**src/rtl/uart_frac_baud_gen.sv**
```systemverilog
// Fractional-N oversample/bit tick generator for the UART TX and RX paths.
// Average oversample period is div_int + div_frac/2^FRAC_BITS clocks; the divisor reloads glitch-free.
module uart_frac_baud_gen #(
  parameter int unsigned CLOCK_FREQ = 1600000,
  parameter int unsigned BAUD_RATE  = 10000,
  parameter int unsigned OVERSAMPLE = 16,
  parameter int unsigned DIV_WIDTH  = 16,
  parameter int unsigned FRAC_BITS  = 4
) (
  input  logic                          clk,
  input  logic                          rst,
  input  logic                          enable,
  input  logic                          resync,
  input  logic                          div_load,
  input  logic [DIV_WIDTH-1:0]          div_int,
  input  logic [FRAC_BITS-1:0]          div_frac,
  output logic                          baud_tick_os,
  output logic                          baud_tick,
  output logic [$clog2(OVERSAMPLE)-1:0] os_phase,
  output logic                          cfg_err
);

  localparam int unsigned PW = $clog2(OVERSAMPLE);

  localparam longint unsigned DEN        = 64'(BAUD_RATE) * 64'(OVERSAMPLE);
  localparam longint unsigned DEF_INT_L  = 64'(CLOCK_FREQ) / DEN;
  localparam longint unsigned DEF_FRAC_L = ((64'(CLOCK_FREQ) << FRAC_BITS) / DEN)
                                           % (64'd1 << FRAC_BITS);

  localparam logic [DIV_WIDTH-1:0] DEF_INT    = DIV_WIDTH'(DEF_INT_L);
  localparam logic [FRAC_BITS-1:0] DEF_FRAC   = FRAC_BITS'(DEF_FRAC_L);
  localparam logic [DIV_WIDTH-1:0] MIN_INT    = DIV_WIDTH'(2);
  localparam logic [DIV_WIDTH:0]   CNT_ONE    = (DIV_WIDTH+1)'(1);
  localparam logic [PW-1:0]        PHASE_LAST = PW'(OVERSAMPLE - 1);
  localparam logic [PW-1:0]        PHASE_ONE  = PW'(1);

  // Active divisor drives the period engine; shadow holds a load until a safe boundary.
  logic [DIV_WIDTH-1:0] act_int;
  logic [FRAC_BITS-1:0] act_frac;
  logic [DIV_WIDTH-1:0] sh_int;
  logic [FRAC_BITS-1:0] sh_frac;
  logic                 pending;

  logic [DIV_WIDTH:0]   cnt;
  logic [FRAC_BITS-1:0] acc;
  logic                 carry;

  logic                 load_ok;
  logic [DIV_WIDTH-1:0] sh_int_nxt;
  logic [FRAC_BITS-1:0] sh_frac_nxt;
  logic                 pend_nxt;
  logic [DIV_WIDTH-1:0] use_int;
  logic [FRAC_BITS-1:0] use_frac;
  logic [DIV_WIDTH:0]   period_m1;
  logic                 at_end;
  logic [FRAC_BITS:0]   acc_sum;

  // A load arriving in the same cycle as a boundary or resync takes effect immediately.
  always_comb begin
    load_ok     = div_load && (div_int >= MIN_INT);
    sh_int_nxt  = sh_int;
    sh_frac_nxt = sh_frac;
    pend_nxt    = pending;
    if (load_ok) begin
      sh_int_nxt  = div_int;
      sh_frac_nxt = div_frac;
      pend_nxt    = 1'b1;
    end
    use_int   = pend_nxt ? sh_int_nxt  : act_int;
    use_frac  = pend_nxt ? sh_frac_nxt : act_frac;
    period_m1 = {1'b0, act_int} + {{DIV_WIDTH{1'b0}}, carry} - CNT_ONE;
    at_end    = enable && (cnt == period_m1);
    acc_sum   = {1'b0, acc} + {1'b0, use_frac};
  end

  always_ff @(posedge clk) begin
    if (rst) begin
      cnt          <= '0;
      acc          <= '0;
      carry        <= 1'b0;
      os_phase     <= '0;
      baud_tick_os <= 1'b0;
      baud_tick    <= 1'b0;
      cfg_err      <= 1'b0;
      pending      <= 1'b0;
      act_int      <= DEF_INT;
      act_frac     <= DEF_FRAC;
      sh_int       <= DEF_INT;
      sh_frac      <= DEF_FRAC;
    end else begin
      baud_tick_os <= 1'b0;
      baud_tick    <= 1'b0;
      if (div_load) begin
        cfg_err <= !load_ok;
      end
      sh_int  <= sh_int_nxt;
      sh_frac <= sh_frac_nxt;
      pending <= pend_nxt;
      if (resync) begin
        cnt      <= '0;
        acc      <= '0;
        carry    <= 1'b0;
        os_phase <= '0;
        act_int  <= use_int;
        act_frac <= use_frac;
        pending  <= 1'b0;
      end else if (at_end) begin
        // Carry from the fractional accumulator stretches the next period by one clock.
        baud_tick_os   <= 1'b1;
        baud_tick      <= (os_phase == PHASE_LAST);
        os_phase       <= os_phase + PHASE_ONE;
        cnt            <= '0;
        {carry, acc}   <= acc_sum;
        act_int        <= use_int;
        act_frac       <= use_frac;
        pending        <= 1'b0;
      end else if (enable) begin
        cnt <= cnt + CNT_ONE;
      end
    end
  end

endmodule

```
**config.mk**
```make
export PLATFORM = sky130hd
export DESIGN_NAME = uart_frac_baud_gen
export DESIGN_NICKNAME = d
export VERILOG_FILES = /design/src/rtl/uart_frac_baud_gen.sv
export SDC_FILE = /design/constraint.sdc
export NUM_CORES = 1
export LEC_CHECK = 0
export BUFFER_PORTS_ARGS = -buffer_cell sky130_fd_sc_hd__buf_4
export CAP_MARGIN = 20
export CORE_UTILIZATION = 64
export DETAILED_ROUTE_END_ITERATION = 8
export PLACE_DENSITY = 0.87
export SLEW_MARGIN = 20
export SYNTH_ARGS = -nofsm -noshare
export SYNTH_HDL_FRONTEND = slang
export SYNTH_SLANG_ARGS = --single-unit
```
**constraint.sdc**
```tcl
create_clock -name clk -period 8.38 [get_ports clk]
set_input_delay 1.257 -clock clk [delete_from_list [all_inputs] [get_ports clk]]
set_output_delay 1.257 -clock clk [all_outputs]
set_load 0.02 [all_outputs]
```
==> flow_summary.yaml <==
clocking:
  post_cts_buffers: 0
  clk_latency_ns: 0.35
  root_buffer: "clkbuf_8"
  cts_tree: "yes"
  clock_path_buffers: 2
  cts_resized: 0
  postCtsHoldBufs: 0
  htree_levels: 3
  cts.sinks: 70
  path_clk_slew_ns: 0.08
  cts_buffers: 9
worst_hold_path:
  hold_start: "sh_int[6]$_SDFF_PP0_"
  hold_end: "sh_int[6]$_SDFF_PP0_"
  whs_path_depth: 2
  hold_class: "reg -> reg"
finish:
  syn_to_final_growth_pct: 11.2
  diodes: 0
  stdcell_count: 534
  seqCellArea_um2: 1400
  nFillCells: 427
  multi_input_area_um2: 2130
  drive_above_1_share_pct: 12.8
  utilization_pct: 74.7
  final_nets: 491
timing:
  rsz0062_at_grt: "no"
  min_period_ns: 3.63
  setup_viol: 0
  fmax_mhz: 275
  fin_worst_skew_ns: 0.0129
  tightest_slew_ns: 1.00
  finalHoldViolCount: 0
  min_period_over_period_pct: 43.4
  whs_ns: 0.452
  fin_setup_tns_ns: 0
  slew_headroom_pct: 33.2
  slew_violations: 0
logic_synthesis:
  yosys.area_share.simple_pct: 22.4
  synth_cell_types: 54
  syn_area_um2: 3740
  synth-seq-area-share_pct: 37.4
  ys.flop_type: "dfxtp_1"
  synth-seq-cells: 70
  syn_area_per_cell_um2: 8.49
  netlist_instances: 441
  yosys.area_share.adder_pct: 3.21
  synth_edf_count: 0
  synth_xor_area_share_pct: 9.82
  synth_top_family_by_area: "simple AND/OR/NAND/NOR gates"
  synth-compound-area-share_pct: 19.2
  ys_async_sr_fraction_pct: 0
  synth_nets: 475
  muxShareOfSynthArea_pct: 2.41
  yosys_warnings: 0
detailed_routing:
  drt_iter0_drc: 220
  wire_per_inst_um: 15.1
  wirelength_um: 8040
  vias_per_cell: 6.06
  ant_nets: 0
  dr.pass1.iters: 5
  drcViolationCount: 0
  via_count: 3237
worst_setup_path:
  path_delay_family: "simple AND/OR/NAND/NOR gates"
  path_cells: "inv_1 -> ha_1 -> ha_1 -> or3b_1 -> nor3_1 -> xnor2_1 -> or4_4 -> nor4_4 -> a221o_1 -> o32ai_1"
  cpMostUsedCell: "ha_1"
  rr_startpoint: "act_int[0]$_SDFFE_PP0P_"
  crit_arrival_ns: 3.82
  slowest_delay_ns: 0.59
  critPathLaunchType: "flop"
  required_ns: 8.57
  crit_type: "reg -> reg"
  worstSetupStartpoint: "act_int[0]$_SDFFE_PP0P_"
  r2r_slack_ns: 4.75
  critical_path.max_fanout: 16
  path_buf_inv: 1
  r2r_cells: 10
  r2r_end: "act_int[12]$_SDFFE_PP0P_"
  cp-end-kind: "flop"
  slowest_stage: "a221o_1"
floorplanning:
  rows: 27
  die_height_um: 78.5
  pin_count: 32
  dieArea_um2: 6160
  core_um2: 5570
  die_x_um: 78.5
  start_util_pct: 67.2
placement:
  dp_hpwl_um: 5680
  placed_cells: 518
  place_congestion: 0.865
  numPortBuffers: 31
power:
  p_leak_nw: 1.59
  power.density_nw_per_um2: 177
  vdd_drop_max_mv: 0.146
run:
  max_cap_viol_count: 0
global_route:
  antenna_found_initial: 0
  grt_pass1_vias: 2966
  grt_use_total_pct: 28.2
  grt_pass1_wl_um: 13500
  overflow: 0
  grt_max_degree: 50
status:
  status: "complete, no violations"
==> state kept, by name (all words and copies together) (netlist names) <==
| signal | flops |
|---|---|
| acc | 4 |
| act_frac | 4 |
| act_int | 16 |
| baud_tick | 1 |
| baud_tick_os | 1 |
| carry | 1 |
| cfg_err | 1 |
| cnt | 17 |
| os_phase | 4 |
| pending | 1 |
| sh_frac | 4 |
| sh_int | 16 |
==> routing by layer <==
metal | routed length (um) | share of wire (%) | GRT usage [%]
met1 | 3680 | 46 | 35.6
met2 | 3900 | 49 | 46.8
met3 | 366 | 4.6 | 7.21
met4 | 93 | 1.2 | 9.44
met5 | 0 | 0 | 0
==> area by class of cell <==
cell class | count | share of cell area [%]
clock inverters | 5 | 2.01
well taps | 72 | 2.16
flip-flops and latches | 70 | 33.7
clock buffers | 11 | 3.16
multi-input cells | 322 | 51.3
repair buffers | 32 | 5.77
inverters | 22 | 1.98
==> worst max-delay path by stage <==
stage | to | cells after the start
final | act_int[12]$_SDFFE_PP0P_ | 10
after global routing | act_int[10]$_SDFFE_PP0P_ | 10
after CTS | act_int[11]$_SDFFE_PP0P_ | 10
after detailed placement | carry$_SDFFE_PP0P_ | 11
after global placement | carry$_SDFFE_PP0P_ | 11
after floorplan | carry$_SDFFE_PP0P_ | 9
==> where the power goes <==
part | internal (W) | switching [W]
Combinational | 0.0000343 | 0.0000508
Clock | 0.000168 | 0.000129
Sequential | 0.000344 | 0.0000105
==> worst register-to-register path, delay by kind of cell, from the launching register on <==
kind | cells | cell delay, ns
DFF | 1 | 0.30
buffers and inverters | 1 | 0.08
AOI/OAI and AO/OA | 2 | 0.78
and+or+nand+nor | 4 | 1.73
xor gates and xnor gates | 1 | 0.09
adders and majority gates | 2 | 0.49
==> cell families (layout without fill, tap and decap cells) <==
kind of cell	after synthesis	count (layout)
AOI/OAI and AO/OA	100	100
xor gates and xnor gates	42	42
adders and majority gates	9	9
buffers and inverters	49	70
DFF	70	70
muxes	9	9
and+or+nand+nor	162	162
==> cell usage in the layout, fill, tap and decap left out, types with 6 or more instances in the layout <==
| cell type | instances |
|---|---|
| nand4_1 | 16 |
| nor3_1 | 7 |
| a21oi_1 | 29 |
| mux2i_1 | 9 |
| nor2_1 | 42 |
| ha_1 | 8 |
| o21ai_0 | 14 |
| o32ai_1 | 14 |
| dfxtp_1 | 70 |
| a21boi_0 | 10 |
| xor2_1 | 23 |
| clkbuf_8 | 9 |
| nand2b_1 | 10 |
| nand3_1 | 14 |
| and3_1 | 6 |
| buf_4 | 32 |
| nand2_1 | 42 |
| inv_1 | 22 |
| a22oi_1 | 9 |
| xnor2_1 | 19 |
| nor4_1 | 7 |
==> per-stage QoR <==
step	power (W)	setup WS, ns	cell area (um2)
after global routing	0.000768	4.52	4160
final	0.000737	4.75	4160
after global placement	0.000442	4.71	3950
after CTS	0.000740	4.78	4160
after detailed placement	0.000445	4.58	3950
after floorplan	0.000421	4.91	3740
==> synth_stat cells, types with 10 or more instances <==
library cell / instances / area (um2)
a21boi_0: 10 / 75.1
a21oi_1: 29 / 145
clkbuf_1: 17 / 63.8
dfxtp_1: 70 / 1400
inv_1: 22 / 82.6
nand2_1: 42 / 158
nand2b_1: 10 / 62.6
nand3_1: 14 / 70.1
nand4_1: 16 / 100
nor2_1: 42 / 158
o21ai_0: 14 / 70.1
o32ai_1: 14 / 123
xnor2_1: 19 / 166
xor2_1: 23 / 201
(Power assumes the default switching activity.)
